**src/rtl/act_unit_pipe_if.sv**
```systemverilog
// Lane-parallel beat bus: packed signed lanes, per-lane valid mask, and ready.
// The producer side uses the master modport, the consumer side the slave modport.
interface act_unit_pipe_if #(
    parameter int BUS_NUM          = 16,
    parameter int FIXED_DATA_WIDTH = 8
);
    logic [BUS_NUM*FIXED_DATA_WIDTH-1:0] fixed_data;
    logic [BUS_NUM-1:0]                  fixed_data_vld;
    logic                                rdy;

    modport master (output fixed_data, output fixed_data_vld, input rdy);
    modport slave  (input fixed_data, input fixed_data_vld, output rdy);
endinterface

```
**src/rtl/act_unit_pipe.sv**
```systemverilog
// Two-stage lane-parallel activation stage (identity / ReLU / leaky / clipped ReLU)
// with valid/ready backpressure and configuration applied only on a drained pipeline.
//
// state | meaning
// RUN   | accepting beats; a config load on an empty pipe takes effect at once
// DRAIN | config pending; input blocked until both stages have emptied
module act_unit_pipe #(
    parameter int BUS_NUM          = 16,
    parameter int FIXED_DATA_WIDTH = 8,
    parameter int SCALA_POS_WIDTH  = 5
) (
    input  logic                        clk,
    input  logic                        rst_n,
    input  logic                        cfg_load,
    input  logic [1:0]                  cfg_mode,
    input  logic [SCALA_POS_WIDTH-1:0]  cfg_shift,
    input  logic [FIXED_DATA_WIDTH-1:0] cfg_clip,
    output logic                        cfg_busy,
    act_unit_pipe_if.slave              in_bus,
    act_unit_pipe_if.master             out_bus
);

    localparam int W = FIXED_DATA_WIDTH;
    localparam logic [W-1:0] CLIP_MAX = {1'b0, {(W-1){1'b1}}};

    typedef enum logic {RUN, DRAIN} state_t;

    state_t state, state_nxt;
    logic   apply_cfg;

    logic [1:0]                 act_mode, shd_mode, new_mode;
    logic [SCALA_POS_WIDTH-1:0] act_shift, shd_shift, new_shift;
    logic [W-1:0]               act_clip, shd_clip, new_clip;

    logic [BUS_NUM*W-1:0] lane_res, s1_data;
    logic [BUS_NUM-1:0]   s1_vld;
    logic                 s1_v, s2_v, s1_load, s2_load, in_fire;

    function automatic logic [W-1:0] act_lane(
        input logic signed [W-1:0]      x,
        input logic [1:0]               mode,
        input logic [SCALA_POS_WIDTH-1:0] sh,
        input logic signed [W-1:0]      clip
    );
        logic signed [W-1:0] clip_eff;
        clip_eff = clip[W-1] ? '0 : clip;
        case (mode)
            2'd0:    return x;
            2'd1:    return x[W-1] ? '0 : x;
            2'd2:    return x[W-1] ? (x >>> sh) : x;
            default: return x[W-1] ? '0 : ((x > clip_eff) ? clip_eff : x);
        endcase
    endfunction

    always_comb begin
        lane_res = '0;
        for (int i = 0; i < BUS_NUM; i++) begin
            if (in_bus.fixed_data_vld[i]) begin
                lane_res[i*W +: W] = act_lane(in_bus.fixed_data[i*W +: W],
                                              act_mode, act_shift, act_clip);
            end
        end
    end

    assign s1_v    = |s1_vld;
    assign s2_v    = |out_bus.fixed_data_vld;
    assign s2_load = !s2_v || out_bus.rdy;
    // Stage 1 may also fill while stage 2 is stalled, as long as it is empty itself.
    assign s1_load = s2_load || !s1_v;

    assign in_bus.rdy = (state == RUN) && !cfg_load && s1_load;
    assign in_fire    = (|in_bus.fixed_data_vld) && in_bus.rdy;
    assign cfg_busy   = (state == DRAIN);

    // A load in the same cycle as the drain completes must win over the older shadow.
    assign new_mode  = cfg_load ? cfg_mode  : shd_mode;
    assign new_shift = cfg_load ? cfg_shift : shd_shift;
    assign new_clip  = cfg_load ? cfg_clip  : shd_clip;

    always_comb begin
        state_nxt = state;
        apply_cfg = 1'b0;
        case (state)
            RUN: begin
                if (cfg_load) begin
                    if (!s1_v && !s2_v) apply_cfg = 1'b1;
                    else                state_nxt = DRAIN;
                end
            end
            DRAIN: begin
                if (!s1_v && s2_load) begin
                    apply_cfg = 1'b1;
                    state_nxt = RUN;
                end
            end
            default: state_nxt = RUN;
        endcase
    end

    always_ff @(posedge clk or negedge rst_n) begin
        if (!rst_n) begin
            state     <= RUN;
            shd_mode  <= 2'd1;
            shd_shift <= '0;
            shd_clip  <= CLIP_MAX;
            act_mode  <= 2'd1;
            act_shift <= '0;
            act_clip  <= CLIP_MAX;
        end else begin
            state     <= state_nxt;
            shd_mode  <= new_mode;
            shd_shift <= new_shift;
            shd_clip  <= new_clip;
            if (apply_cfg) begin
                act_mode  <= new_mode;
                act_shift <= new_shift;
                act_clip  <= new_clip;
            end
        end
    end

    always_ff @(posedge clk or negedge rst_n) begin
        if (!rst_n) begin
            s1_data                <= '0;
            s1_vld                 <= '0;
            out_bus.fixed_data     <= '0;
            out_bus.fixed_data_vld <= '0;
        end else begin
            if (s1_load) begin
                s1_data <= in_fire ? lane_res : '0;
                s1_vld  <= in_fire ? in_bus.fixed_data_vld : '0;
            end
            if (s2_load) begin
                out_bus.fixed_data     <= s1_data;
                out_bus.fixed_data_vld <= s1_vld;
            end
        end
    end

endmodule

```
**src/flat_wrapper.sv**
```systemverilog
// flat-port wrapper written by rule: the top's interface ports become plain ports
module act_unit_pipe_flat 
#(
    parameter int BUS_NUM          = 16,
    parameter int FIXED_DATA_WIDTH = 8,
    parameter int SCALA_POS_WIDTH  = 5
)
  (clk, rst_n, cfg_load, cfg_mode, cfg_shift, cfg_clip, cfg_busy, in_bus_fixed_data, in_bus_fixed_data_vld, in_bus_rdy, out_bus_fixed_data, out_bus_fixed_data_vld, out_bus_rdy);
  act_unit_pipe_if #(.BUS_NUM(BUS_NUM), .FIXED_DATA_WIDTH(FIXED_DATA_WIDTH)) in_bus_i ();
  act_unit_pipe_if #(.BUS_NUM(BUS_NUM), .FIXED_DATA_WIDTH(FIXED_DATA_WIDTH)) out_bus_i ();
  input  logic clk;
  input  logic rst_n;
  input  logic cfg_load;
  input  logic [1:0] cfg_mode;
  input  logic [SCALA_POS_WIDTH-1:0] cfg_shift;
  input  logic [FIXED_DATA_WIDTH-1:0] cfg_clip;
  output logic cfg_busy;
  input wire logic [$bits(in_bus_i.fixed_data)-1:0] in_bus_fixed_data;
  input wire logic [$bits(in_bus_i.fixed_data_vld)-1:0] in_bus_fixed_data_vld;
  output wire logic [$bits(in_bus_i.rdy)-1:0] in_bus_rdy;
  output wire logic [$bits(out_bus_i.fixed_data)-1:0] out_bus_fixed_data;
  output wire logic [$bits(out_bus_i.fixed_data_vld)-1:0] out_bus_fixed_data_vld;
  input wire logic [$bits(out_bus_i.rdy)-1:0] out_bus_rdy;
  assign in_bus_i.fixed_data = in_bus_fixed_data;
  assign in_bus_i.fixed_data_vld = in_bus_fixed_data_vld;
  assign in_bus_rdy = in_bus_i.rdy;
  assign out_bus_fixed_data = out_bus_i.fixed_data;
  assign out_bus_fixed_data_vld = out_bus_i.fixed_data_vld;
  assign out_bus_i.rdy = out_bus_rdy;
  act_unit_pipe #(.BUS_NUM(BUS_NUM), .FIXED_DATA_WIDTH(FIXED_DATA_WIDTH), .SCALA_POS_WIDTH(SCALA_POS_WIDTH)) u_core (.clk(clk), .rst_n(rst_n), .cfg_load(cfg_load), .cfg_mode(cfg_mode), .cfg_shift(cfg_shift), .cfg_clip(cfg_clip), .cfg_busy(cfg_busy), .in_bus(in_bus_i), .out_bus(out_bus_i));
endmodule
```
**config.mk**
```make
export PLATFORM = sky130hd
export DESIGN_NAME = act_unit_pipe_flat
export DESIGN_NICKNAME = d
export VERILOG_FILES = /design/src/rtl/act_unit_pipe_if.sv /design/src/rtl/act_unit_pipe.sv /design/src/flat_wrapper.sv
export SDC_FILE = /design/constraint.sdc
export NUM_CORES = 1
export LEC_CHECK = 0
export ABC_CLOCK_PERIOD_IN_PS = 6800
export BUFFER_PORTS_ARGS = -buffer_cell sky130_fd_sc_hd__buf_2
export CORE_MARGIN = 4
export CORE_UTILIZATION = 45
export DETAILED_ROUTE_END_ITERATION = 8
export PLACE_DENSITY = 0.64
export REMOVE_ABC_BUFFERS = 1
export SYNTH_ARGS = -nofsm -noshare
export SYNTH_HDL_FRONTEND = slang
export SYNTH_SLANG_ARGS = --single-unit
```
**constraint.sdc**
```tcl
create_clock -name clk -period 6.8 [get_ports clk]
set_clock_uncertainty 0.1 [all_clocks]
set_input_delay 1.7 -clock clk [delete_from_list [all_inputs] [get_ports clk]]
set_output_delay 1.7 -clock clk [all_outputs]
set_load 0.1 [all_outputs]
```
==> Word level (Yosys, flattened, before mapping) <==
Cells that the tools add are included.
{ "totals": {"ff_bits": 319, "inputBits": 163, "output_inout_bits": 146, "wordCells": 170} }
{ "classes": {"magnitude_cmp": 16, "eq_ne": 2, "shift": 16, "mux": 110, "bitwise_logic": 1, "reduce_logical": 14} }
{ "op_table": {"columns": ["op", "n"], "rows": [
  ["8-bit two-way mux", 51],
  ["8-bit case mux with 3 select lines", 16],
  ["7-bit two-way mux", 31],
  ["8-bit > comparator", 16],
  ["128-bit two-way mux", 1],
  ["8-bit by 5-bit >>> shifter with 8-bit output", 16],
  ["16-bit OR reduction", 3],
  ["16-bit two-way mux", 1],
  ["1-bit two-way mux", 6],
  ["1-bit logical AND", 5],
  ["5-bit two-way mux", 1],
  ["1-bit case mux with 2 select lines", 2],
  ["1-bit zero test", 3],
  ["2-bit by 1-bit equality test with 1-bit output, second input constant", 1],
  ["2-bit equality test, second input constant", 1],
  ["2-bit zero test", 1],
  ["1-bit logical OR", 2],
  ["2-bit two-way mux", 1],
  ["1-bit inverter", 1]
]} }

==> Longest topological paths before layout <==
{ "depth": {"ltp_word": 7, "mapped_depth": 12, "ltp_nobuf": 9} }

==> Worst setup path after synthesis <==
OpenSTA, ideal clock, no wires.
{ "synth_timing": {"kind": "input to output", "from": "input port out_bus_rdy", "to": "output port in_bus_rdy", "arrival_ns": 3.816, "required_ns": 5.000, "setup_slack_ns": 1.184, "cell_stages": 6, "n_path_buf": 3, "path_cell_list": "a41oi_2 and2_1 buf_2 clkbuf_1 clkbuf_1 nor2_1"} }
{ "synth_via": {"elab_chain_cells": 3} }
{ "synth_rtl": {"columns": ["element", "line_no", "rtl"], "rows": [
  ["from (decl)", "flat_wrapper.sv:23", "input wire logic [$bits(out_bus_i.rdy)-1:0] out_bus_rdy;"],
  ["1-bit logical OR", "act_unit_pipe.sv:67", "assign s2_load = !s2_v || out_bus.rdy;"],
  ["1-bit logical OR", "act_unit_pipe.sv:69", "assign s1_load = s2_load || !s1_v;"],
  ["1-bit logical AND", "act_unit_pipe.sv:71", "assign in_bus.rdy = (state == RUN) && !cfg_load && s1_load;"],
  ["to (decl)", "flat_wrapper.sv:20", "output wire logic [$bits(in_bus_i.rdy)-1:0] in_bus_rdy;"]
]} }
Every way passes these cells.

==> Worst setup path in the final report <==
{ "layout_timing": {"from": "register u_core.s1_vld[12]", "to": "output port in_bus_rdy"} }
{ "layout_via": {"elab_chain_cells": 4} }
{ "layout_rtl": {"columns": ["element", "line_no", "rtl"], "rows": [
  ["from (decl)", "act_unit_pipe.sv:36", "logic [BUS_NUM-1:0] s1_vld;"],
  ["from (signal assigned)", "act_unit_pipe.sv:131", "s1_vld <= in_fire ? in_bus.fixed_data_vld : '0;"],
  ["16-bit OR reduction", "act_unit_pipe.sv:65", "assign s1_v = |s1_vld;"],
  ["1-bit zero test", "act_unit_pipe.sv:69", null],
  ["1-bit logical OR", "act_unit_pipe.sv:69", null],
  ["1-bit logical AND", "act_unit_pipe.sv:71", null]
]} }
Every way passes these cells.

==> flow_summary.rst <==
.. list-table::
   :header-rows: 1

   * - Metric
     - Value
   * - Hold Path Sink
     - u_core.out_bus.fixed_data[123]
   * - Post-CTS setup buffers
     - 0
   * - Required arrival time at the worst endpoint
     - 5.00 ns
   * - CTS H-tree lvls
     - 2
   * - Final Cycle Share
     - 72.1%
   * - Total die area
     - 53600 sq um
   * - Setup-violating endpoint count in the final report
     - 0
   * - Via count
     - 23400
   * - Footprint of the flip-flops and latches
     - 8020 sq um
   * - Placer congestion estimate
     - 1.03
   * - Status
     - finished clean
   * - Hold wc startpoint
     - u_core.out_bus.fixed_data[123]
   * - Seq cells post-synth
     - 319
   * - Post-cts sizing count
     - 0
   * - Final hold violation count
     - 0
   * - Drt wl/cell
     - 26.4 um
   * - Skew-Pair Late Insertion Delay
     - 0.58 ns
   * - Kind of critical path
     - reg -> out
   * - Global-route wire length before repair
     - 140000 um
   * - Cell type with the largest total area after synthesis
     - sky130_fd_sc_hd__dfrtp_1
   * - Max-slew headroom
     - 10.3%
   * - DRC violation count after routing
     - 0
   * - Maximum buffer depth of the clock tree
     - 3
   * - Effective utilization at floorplan
     - 45.7%
   * - Leakage
     - 12.5 nW
   * - Largest cells by area after synthesis
     - sky130_fd_sc_hd__dfrtp_1 34%, sky130_fd_sc_hd__nand2_1 11%, sky130_fd_sc_hd__ha_1 6.2%
   * - Count of nets after finishing
     - 3140
   * - Proportion of layout cells with a drive suffix above 1
     - 19.5%
   * - Instance count of the mapped netlist
     - 2654
   * - CTS buffer count
     - 39
   * - Die H
     - 231 um
   * - TritonCTS sink count
     - 319
   * - Cell Rows
     - 81
   * - Distinct cells, synth
     - 81
   * - Max rail drop VDD
     - 458 uV
   * - Maximum clock frequency
     - 204 MHz
   * - Worst Setup Slack, final
     - 1.89 ns
   * - I/O pin total
     - 309
   * - Cells on Worst Hold Path
     - 2
   * - Clock root buffer
     - sky130_fd_sc_hd__clkbuf_16
   * - Cell Count, Final, Fillers Out
     - 3569
   * - Endpoint type of the worst setup path
     - primary output
   * - Ys Warns
     - 0
   * - Area growth from synthesis to layout
     - 15.4%
   * - Routed wire length
     - 94300 um
   * - DRT Pass-1 Iters
     - 6
   * - Vias in the first global route
     - 22300
   * - Filler instances
     - 4671
   * - Startpoint of the worst-slack reg-to-reg timing path
     - u_core.act_clip[2]
   * - Most instantiated library cell after synthesis
     - sky130_fd_sc_hd__nand2_1
   * - Flop2flop setup slack
     - 2.31 ns
   * - Worst hold path type
     - reg -> reg
   * - RSZ-0062 raised after global routing
     - no
   * - Place WS
     - 1.93 ns
   * - Number of pins with negative max-slew slack in the final report
     - 0
   * - Depth of the most critical reg-to-reg path
     - 11
   * - Post-layout min period
     - 4.91 ns
   * - Pin count of the biggest net entering global routing
     - 169
   * - Hold buffers post-CTS
     - 0
   * - Number of DRC markers in iteration 0
     - 2908
   * - Antenna violations before repair
     - 15
   * - Placed cell count
     - 3488
   * - Largest fanout on the critical path
     - 43
   * - Synth top cells by count
     - 640 x sky130_fd_sc_hd__nand2_1, 303 x sky130_fd_sc_hd__dfrtp_1, 224 x sky130_fd_sc_hd__a21oi_1
   * - Post-route antenna net violation count
     - 0
   * - Worst path arrival time
     - 3.11 ns
   * - Congestion Overflow GR
     - 0
   * - Share of synthesized area occupied by flip-flops and latches
     - 35.6%
   * - Power density cells
     - 572 nW/um^2
   * - Port Buffers
     - 308
   * - Average vias per placed instance
     - 6.54
   * - Max-capacitance violation count
     - 0
   * - Primary FF master, synth
     - sky130_fd_sc_hd__dfrtp_1
   * - All-layer global routing usage
     - 34.0%
   * - Total chip power
     - 0.0148 W
   * - Worst Tran Pin Value
     - 1.34 ns
   * - Clock edge transition at the registers on the reported setup and hold paths
     - 0.06 ns
   * - Horizontal die dimension
     - 231 um
   * - Clock tree from TritonCTS
     - built
   * - Number of synthesized flops with an enable pin
     - 0
   * - HPWL Detailed
     - 64600 um
   * - Core outline area
     - 49200 sq um
   * - Summed instance area of the synthesized netlist
     - 22500 sq um
   * - Combined area of the multi-input logic cells
     - 13500 sq um
   * - Setup crit start kind
     - flop
   * - Synth async-reset ratio
     - 100%
   * - Worst reg2reg endpoint
     - u_core.s1_data[61]
   * - Share of the synthesized area in the top cell type
     - 33.8%
   * - Syn Area/Cell
     - 8.46 sq um
[worst max-delay path, cell delays in order, from the launching register on]
cell and delay, ns:
sky130_fd_sc_hd__dfrtp_1 0.46, sky130_fd_sc_hd__nor4_1 0.40, sky130_fd_sc_hd__nand4_1 0.40, sky130_fd_sc_hd__and2_4 0.43
sky130_fd_sc_hd__nor2_1 0.32, sky130_fd_sc_hd__buf_2 0.49
[area by class of cell]
type	count	share of cell area, %
Timing Repair Buffer	354	7.41
Multi-Input combinational cell	2083	52.1
Inverter	68	0.984
Tap cell	664	3.20
Clock inverter	16	0.975
Clock buffer	54	4.25
Antenna cell	11	0.106
Sequential cell	319	30.9
[metal layers]
layer	global-route usage, %	vias up	routed length [um]
met4	16.7	12	5350
met2	50.9	1473	40500
met3	9.07	302	10900
li1	-	10200	-
met1	45.6	11400	37500
met5	0	-	81
[power by group]
part           internal, W  total, W  switching, W
Clock              0.00137   0.00225      0.000885
Sequential         0.00245   0.00308      0.000632
Combinational      0.00230   0.00949       0.00719
[per-stage QoR]
stage | util, % | setup TNS, ns | hold slack [ns] | area (sq um)
after global routing | 52.7 | 0 | 0.384 | 25900
after floorplan | - | -180.89 | 0.342 | 21700
after global placement | 49.9 | 0 | 0.345 | 24500
after CTS | 52.7 | 0 | 0.365 | 25900
after detailed placement | 49.9 | 0 | 0.350 | 24500
final | 52.8 | 0 | 0.357 | 25900
[worst max-delay path by stage]
stage | endpoint | startpoint | slack [ns] | depth (start not counted)
floorplan | in_bus_rdy | out_bus_rdy | -4.09 | 3
global placement | in_bus_rdy | cfg_load | 1.93 | 4
CTS | in_bus_rdy | u_core.s1_vld[12] | 1.90 | 5
finish | in_bus_rdy | u_core.s1_vld[12] | 1.89 | 5
global route | in_bus_rdy | u_core.s1_vld[12] | 1.76 | 5
detailed placement | in_bus_rdy | out_bus_rdy | 1.93 | 5
[cell families after synthesis]
logic type      share of synthesized area (%)
mux                                      10.7
flops                                    35.6
fa+ha+maj                                6.24
compound gates                           23.3
buf+inv                                  4.49
simple gates                             19.7
[state kept, by name (all words and copies together) (netlist names), 2 cells and up]
signal	cells
u_core.act_clip	8
u_core.act_mode	2
u_core.act_shift	5
u_core.out_bus.fixed_data	128
u_core.out_bus.fixed_data_vld	16
u_core.s1_data	128
u_core.s1_vld	16
u_core.shd_clip	8
u_core.shd_mode	2
u_core.shd_shift	5
[layout by cell type, fill, tap and decap left out, types with 11 or more instances in the layout]
master / count
sky130_fd_sc_hd__a221oi_1: 21
sky130_fd_sc_hd__a22oi_1: 24
sky130_fd_sc_hd__diode_2: 11
sky130_fd_sc_hd__nand3_1: 36
sky130_fd_sc_hd__clkbuf_16: 39
sky130_fd_sc_hd__nor2b_1: 23
sky130_fd_sc_hd__inv_1: 59
sky130_fd_sc_hd__dfrtp_1: 299
sky130_fd_sc_hd__a31oi_1: 16
sky130_fd_sc_hd__dfstp_2: 15
sky130_fd_sc_hd__a32o_1: 42
sky130_fd_sc_hd__nor2_1: 108
sky130_fd_sc_hd__a21oi_1: 224
sky130_fd_sc_hd__nand4b_1: 17
sky130_fd_sc_hd__a211oi_1: 49
sky130_fd_sc_hd__nand2b_1: 23
sky130_fd_sc_hd__and2_1: 17
sky130_fd_sc_hd__buf_2: 307
sky130_fd_sc_hd__o21ai_0: 114
sky130_fd_sc_hd__a41oi_1: 11
sky130_fd_sc_hd__nor3_1: 37
sky130_fd_sc_hd__ha_1: 112
sky130_fd_sc_hd__buf_4: 44
sky130_fd_sc_hd__nand4_1: 22
sky130_fd_sc_hd__mux4_2: 15
sky130_fd_sc_hd__nand2_1: 639
sky130_fd_sc_hd__nor4_1: 17
sky130_fd_sc_hd__o211ai_1: 17
sky130_fd_sc_hd__o22ai_1: 26
sky130_fd_sc_hd__o31ai_1: 21
sky130_fd_sc_hd__a22o_1: 45
sky130_fd_sc_hd__mux2i_1: 121
sky130_fd_sc_hd__a211o_1: 12
sky130_fd_sc_hd__mux2_2: 76
(Power assumes the default switching activity.)
